==> config.mk <==
export PLATFORM = sky130hd
export DESIGN_NAME = regfile_sb
export DESIGN_NICKNAME = d
export VERILOG_FILES = /design/src/rtl/regfile_pkg.sv /design/src/rtl/regfile_sb_rdport.sv /design/src/rtl/regfile_sb.sv
export SDC_FILE = /design/constraint.sdc
export NUM_CORES = 2
export LEC_CHECK = 0
export ABC_CLOCK_PERIOD_IN_PS = 34900
export CORE_MARGIN = 5
export CORE_UTILIZATION = 55
export DETAILED_ROUTE_END_ITERATION = 8
export PLACE_DENSITY_LB_ADDON = 0.25
export SETUP_SLACK_MARGIN = 0.05
export SKIP_CTS_REPAIR_TIMING = 1
export SYNTH_ARGS = -nofsm -noshare
export SYNTH_HDL_FRONTEND = slang
export SYNTH_HIERARCHICAL = 1
export SYNTH_SLANG_ARGS = --single-unit
==> constraint.sdc <==
create_clock -name clk -period 34.9 [get_ports clk]
set_input_delay 6.98 -clock clk [delete_from_list [all_inputs] [get_ports clk]]
set_output_delay 6.98 -clock clk [all_outputs]
set_load 0.1 [all_outputs]
==> src/rtl/regfile_pkg.sv <==
// Shared types and constants for the scoreboarded register file.
// Widths here describe the default configuration; the top module is parametrised.
package regfile_pkg;

    localparam int DEF_DATA_W   = 32;
    localparam int DEF_NUM_REGS = 32;
    localparam int DEF_IDX_W    = $clog2(DEF_NUM_REGS);

    typedef logic [DEF_IDX_W-1:0]  reg_idx_t;
    typedef logic [DEF_DATA_W-1:0] data_t;

    // Register 0 always reads zero and ignores writes and reserves.
    localparam int ZERO_REG = 0;

endpackage

==> src/rtl/regfile_sb_rdport.sv <==
// One combinational read port: zero-register handling, optional write bypass,
// and the pending flag of the selected source.
module regfile_sb_rdport
    import regfile_pkg::*;
#(
    parameter int DATA_W = 32,
    parameter int IDX_W  = 5,
    parameter int BYPASS = 1
) (
    input  logic              rst,
    input  logic [IDX_W-1:0]  src,
    input  logic              load,
    input  logic [IDX_W-1:0]  dest,
    input  logic [DATA_W-1:0] in,
    input  logic [DATA_W-1:0] stored,
    input  logic              stored_pend,
    output logic [DATA_W-1:0] rdata,
    output logic              busy
);

    always_comb begin
        rdata = '0;
        busy  = 1'b0;
        // Reset gating keeps a same-cycle bypassed write from leaking out during rst.
        if (rst || src == IDX_W'(ZERO_REG)) begin
            rdata = '0;
            busy  = 1'b0;
        end else if (BYPASS != 0 && load && dest == src) begin
            rdata = in;
            busy  = 1'b0;
        end else begin
            rdata = stored;
            busy  = stored_pend;
        end
    end

endmodule

==> src/rtl/regfile_sb.sv <==
// Multi-read-port register file with a per-register pending-write scoreboard
// and a registered count of outstanding writes.
module regfile_sb
    import regfile_pkg::*;
#(
    parameter  int DATA_W   = 32,
    parameter  int NUM_REGS = 32,
    parameter  int NUM_RD   = 2,
    parameter  int BYPASS   = 1,
    localparam int IDX_W    = $clog2(NUM_REGS)
) (
    input  logic                           clk,
    input  logic                           rst,
    input  logic                           load,
    input  logic [IDX_W-1:0]               dest,
    input  logic [DATA_W-1:0]              in,
    input  logic                           rsv,
    input  logic [IDX_W-1:0]               rsv_idx,
    input  logic                           flush,
    input  logic [NUM_RD-1:0][IDX_W-1:0]   src,
    output logic [NUM_RD-1:0][DATA_W-1:0]  rdata,
    output logic [NUM_RD-1:0]              rbusy,
    output logic [IDX_W:0]                 pend_cnt
);

    logic [DATA_W-1:0]   regs [NUM_REGS];
    logic [NUM_REGS-1:0] pend;
    logic [NUM_REGS-1:0] pend_nxt;
    logic [IDX_W:0]      cnt_nxt;
    logic                wr_ok;
    logic                rsv_ok;
    logic                cnt_inc;
    logic                cnt_dec;

    assign wr_ok  = load && (dest != IDX_W'(ZERO_REG));
    assign rsv_ok = rsv && (rsv_idx != IDX_W'(ZERO_REG));

    always_comb begin
        pend_nxt = pend;
        if (wr_ok)
            pend_nxt[dest] = 1'b0;
        // Reserve is applied after the write so it wins on a collision.
        if (rsv_ok)
            pend_nxt[rsv_idx] = 1'b1;
        if (flush)
            pend_nxt = '0;
    end

    // Incremental count: a reserve of a clear bit adds one; a write clears a
    // set bit unless the same register is re-reserved in this cycle.
    always_comb begin
        cnt_inc = rsv_ok && !pend[rsv_idx];
        cnt_dec = wr_ok && pend[dest] && !(rsv_ok && rsv_idx == dest);
        if (flush)
            cnt_nxt = '0;
        else
            cnt_nxt = pend_cnt + (IDX_W+1)'(cnt_inc) - (IDX_W+1)'(cnt_dec);
    end

    always_ff @(posedge clk or posedge rst) begin
        if (rst) begin
            for (int i = 0; i < NUM_REGS; i++)
                regs[i] <= '0;
            pend     <= '0;
            pend_cnt <= '0;
        end else begin
            if (wr_ok)
                regs[dest] <= in;
            pend     <= pend_nxt;
            pend_cnt <= cnt_nxt;
        end
    end

    for (genvar p = 0; p < NUM_RD; p++) begin : g_rd
        regfile_sb_rdport #(
            .DATA_W (DATA_W),
            .IDX_W  (IDX_W),
            .BYPASS (BYPASS)
        ) u_rdport (
            .rst         (rst),
            .src         (src[p]),
            .load        (load),
            .dest        (dest),
            .in          (in),
            .stored      (regs[src[p]]),
            .stored_pend (pend[src[p]]),
            .rdata       (rdata[p]),
            .busy        (rbusy[p])
        );
    end

    cnt_matches_pend: assert property (@(posedge clk) disable iff (rst)
        pend_cnt == (IDX_W+1)'($countones(pend)));

endmodule

* Yosys cells after proc, flatten, opt, wreduce, memory -nomap -nowiden
Cells that the tools add are included.
** Storage, ports and cells
- Register bits after elaboration :: 1062
- Output and inout port bits :: 72
- Word-level logic and storage cells :: 107
** Operators by class
- $add $sub $neg :: 2
- Order comparisons :: 10
- Equality and inequality tests :: 3
- Multiplexer cells :: 33
- Bitwise gates (word level) :: 6
- Reductions and logical operators :: 19
** Operators with widths (count)
- bitwise mux 1024 bit :: 1
- two-way mux 32 bit :: 12
- binary-select mux 32 bit (select 5 bit) :: 2
- demux 32 bit (select 5 bit) :: 1
- bitwise AND 32 bit :: 1
- NOT 32 bit :: 1
- bitwise OR 32 bit :: 1
- < comparator 5 x 6 -> 1 bit, second input constant :: 4
- binary-select mux 1 bit (select 5 bit) :: 4
- >= comparator 6 bit, second input constant :: 3
- NOT 5 -> 6 bit :: 3
- == test 5 bit :: 3
- logical AND 1 bit :: 11
- demux 1 bit (select 5 bit) :: 2
- >= comparator 5 x 1 -> 1 bit, second input constant :: 2
- logical NOT 5 bit :: 2
- two-way mux 1 bit :: 10
- nonzero test 5 bit :: 2
- adder 6 x 1 -> 6 bit :: 1
- < comparator 6 x 1 -> 1 bit, second input constant :: 1
- two-way mux 6 bit :: 1
- subtractor 6 x 1 -> 6 bit :: 1
- logical NOT 1 bit :: 2
- logical OR 1 bit :: 2

* Depth between registers and ports, before layout
- Word-level depth :: 10
- Mapped depth :: 17

* By module
The synthesis kept the hierarchy.
** Modules (own cells, without submodules)
- regfile_sb :: instances 1, cells each 3561, area each 57051.0 sq um, seq. area each 26575.5 sq um
- regfile_sb_rdport :: instances 2, cells each 126, area each 788.3 sq um, seq. area each 0.0 sq um

* Worst setup path before layout
No wires, ideal clock.
- Path kind :: input to output
- Start :: input src[5] (netlist bit)
- End :: output rdata[33] (netlist bit)
- Arrival :: 10458 ps
- Data required time :: 27920 ps
- Slack :: 17462 ps
- Stages on the path :: 10
- Cells stage by stage :: buf_4 buf_8 buf_4 buf_2 mux4_2 mux2i_1 a22oi_1 o21a_1 nand2_1 o21ai_0
** RTL lines
- start: declaration :: line regfile_sb.sv:20 : input logic [NUM_RD-1:0][IDX_W-1:0] src,
- end: declaration :: line regfile_sb.sv:21 : output logic [NUM_RD-1:0][DATA_W-1:0] rdata,

==> results.py <==
metrics = {
    "synth": {
        "netlist-cell-type-count": 52,
        "synth.yosys.seq_area_share_pct": 45.33,
        "synth_area_leaders": "dfrtp_1 45%, mux4_2 23%, mux2_2 19%, mux2i_1 2.3%, clkbuf_1 1.4%",
        "synth.top_cell.area_share_pct": 45.33,
        "synth-seq-cells": 1062,
        "netlist_instances": 3813,
        "synth_enable_flop_cells": 0,
        "yosys_warnings": 6,
        "synth_top_area_cell": "dfrtp_1",
        "synth.avg_cell_area_um2": 15.38,
        "syn-num-nets": 3877,
        "async_reset_ff_share_pct": 100.0,
        "netlist_area_um2": 58630,
        "ys.flop_type": "dfrtp_1",
    },
    "worst_setup_path": {
        "cp.arrival_ns": 11.95,
        "worst_setup_path_start_kind": "input port",
        "worst_ep_required_time_ns": 27.92,
        "cp_max_fo": 62,
        "path_class": "input port to output port",
        "cp-end-kind": "output port",
        "r2r_setup_slack_ns": 31.55,
    },
    "global_routing": {
        "antenna_found_initial": 2,
        "grt_max_degree": 153,
        "grt-ovfl-total": 0,
        "grt_pass1_vias": 37710,
        "grt_pass1_wl_mm": 251.8,
        "grt_util_all_layers_pct": 30.07,
    },
    "layout": {
        "multi_input_area_um2": 30050,
        "n_fill_cell": 7857,
        "final-seq-area_um2": 26580,
        "nets": 3744,
        "syn2layout_area_growth_pct": 9.258,
        "drive_gt1_share_pct": 52.10,
        "antenna_cells": 0,
    },
    "route": {
        "dr.pass1.iters": 5,
        "remaining_drc_errors": 0,
        "num_vias": 36200,
        "wirelength_mm": 168.4,
        "routedWlPerCell_um": 32.66,
        "vias_per_cell": 7.020,
        "drtAntennaViolNets": 0,
        "first_iter_violations": 3360,
    },
    "timing": {
        "fmax_mhz": 52.84,
        "slew_viol_final": 0,
        "setup-violations-final": 0,
        "layout_setup_ws_ns": 15.97,
        "finalCriticalPeriod_ns": 18.93,
        "tns_ns": 0,
        "worst_pin_slew_ns": 1.265,
        "hold_viol_final": 0,
        "finalCritPeriodShare_pct": 54.23,
        "rsz0062_at_grt": "no",
        "fin_worst_skew_ns": 0.01809,
        "relSlewSlack_pct": 15.42,
    },
    "power_and_ir_drop": {
        "p_leak_uw": 0.02745,
        "peakVddDrop_mv": 0.04350,
        "powerDensity_nw_per_um2": 57.40,
    },
    "cts": {
        "clk_latency_ns": 0.71,
        "htreeDepth": 3,
        "cts_tree": "yes",
        "cts_buffers": 115,
        "clockBufferDepth": 3,
        "clk_pin_slew_ns": 0.06,
        "clock-sinks": 1062,
        "root_buffer": "clkbuf_16",
    },
    "placed_design": {
        "post-dp-hpwl_mm": 89.48,
        "portBuffers": 128,
        "post-place-ws_ns": 15.88,
        "place_congestion": 0.8337,
    },
    "die": {
        "io_pins": 129,
        "die_h_um": 336.5,
        "die_area_um2": 113200,
        "num_rows": 119,
        "core_um2": 105600,
        "die_w_um": 336.5,
        "start_util_pct": 55.54,
    },
    "hold_path": {
        "hold_path_class": "register to register",
    },
    "outcome": {
        "status": "complete, no violations",
    },
    "job": {
        "cap_violations": 0,
    },
}
[logic make-up (layout without fill, tap and decap cells)]
family                   after synthesis  in the layout  share of synthesized area [%]
multiplexers                        1739           1739                          44.80
flip-flops                          1062           1062                          45.33
buffers and inverters                460            413                          3.861
AND/OR/NAND/NOR                      268            268                          2.277
AO/OA/AOI/OAI                        258            258                          3.287
XOR/XNOR                              19             19                         0.2838
adder cells (fa/ha/maj)                7              7                         0.1622
[routing by layer]
metal,vias to the layer above,GRT usage [%],routed length [µm]
met5,-,0,0
met4,0,11.07,6953
met3,382,5.667,12310
met2,1496,48.76,81850
met1,19790,41.28,67290
li1,14540,-,-
[cell usage after synthesis (2+ instances only)]
cell type  count
buf_12         3
buf_2        126
nand3_1        3
and2_4         2
ha_1           6
buf_4         14
nor2b_1        6
o22ai_1        2
o21ai_2       58
xnor2_1        9
nor4_1         2
xor2_1        10
nand4_1       64
clkbuf_1     220
mux4_2       598
a31oi_1        2
and2_1         4
mux2i_1      137
buf_8          6
nor3_1         6
and3b_1        4
mux2_2       996
nor2_2         2
dfrtp_1     1062
nor2_1        46
a21oi_1       17
a22oi_1       88
a21o_1         3
o21ai_0       16
nor3b_1        6
and3_1         6
o21a_1        66
nand2_1      106
mux4_1         8
buf_6         28
and4_4         2
nand3b_1       3
inv_1         11
buf_1         52
[registers in the layout, summed over array words and instances (netlist names)]
| name | cells |
|---|---|
| pend | 32 |
| pend_cnt | 6 |
| regs | 1024 |
[worst paths after layout]
| check | from | endpoint | cells after the start |
|---|---|---|---|
| max | src[5] | rdata[43] | 9 |
| min | regs[1004]$_DFFE_PP0P_ | regs[1004]$_DFFE_PP0P_ | 0 |
| max reg2reg | pend[6]$_DFF_PP0_ | pend_cnt[5]$_DFF_PP0_ | 12 |
| min reg2reg | regs[1004]$_DFFE_PP0P_ | regs[1004]$_DFFE_PP0P_ | 0 |
| max in group asynchronous | rst | regs[79]$_DFFE_PP0P_ | 7 |
| min in group asynchronous | rst | pend[6]$_DFF_PP0_ | 2 |
[power breakdown]
group	switching (µW)	leakage, µW	internal [µW]
Sequential	161	0.0137	1460
Clock	507	0.00189	719
Combinational	365	0.0119	465
Total	1030	0.0274	2640
[area by class of cell]
| type | count | area share (%) |
|---|---|---|
| clock buffer | 170 | 5.415 |
| clock inverter | 33 | 0.5215 |
| inverter | 11 | 0.07032 |
| multi-input combinational | 2291 | 46.91 |
| sequential | 1062 | 41.49 |
| tap | 1391 | 2.717 |
| timing repair buffer | 199 | 2.883 |
[worst max-delay path, cell delays in order]
cell and delay (ns):
buf_8 0.55, buf_4 0.90, buf_4 0.88, mux4_2 0.60, mux4_2 0.47, o21a_1 0.18
nand2_1 0.16, o21ai_2 0.07, clkdlybuf4s50_1 1.01
[metrics by stage]
| step | total power (µW) | hold slack [ns] | instances | utilization (%) | cell area [µm²] |
|---|---|---|---|---|---|
| after floorplan | 2270 | 0.4413 | 3813 | - | 58630 |
| after global placement | 2431 | 0.3770 | 4954 | 57.08 | 60250 |
| after detailed placement | 2465 | 0.3820 | 4954 | 57.08 | 60250 |
| after CTS | 3691 | 0.3956 | 5157 | 60.68 | 64060 |
| after global routing | 3828 | 0.4065 | 5157 | 60.68 | 64060 |
| final | 3677 | 0.3936 | 5157 | 60.68 | 64060 |
[layout by cell type, fill, tap and decap left out, types with 64 or more instances in the layout]
| cell type | Yosys | final |
|---|---|---|
| mux2_2 | 996 | 996 |
| buf_4 | 14 | 71 |
| clkbuf_16 | 0 | 118 |
| o21a_1 | 66 | 66 |
| a22oi_1 | 88 | 88 |
| dfrtp_1 | 1062 | 1062 |
| mux2i_1 | 137 | 137 |
| clkdlybuf4s50_1 | 0 | 118 |
| nand2_1 | 106 | 86 |
| mux4_2 | 598 | 598 |
| nand4_1 | 64 | 64 |
Power figures use the tool's default switching activity.
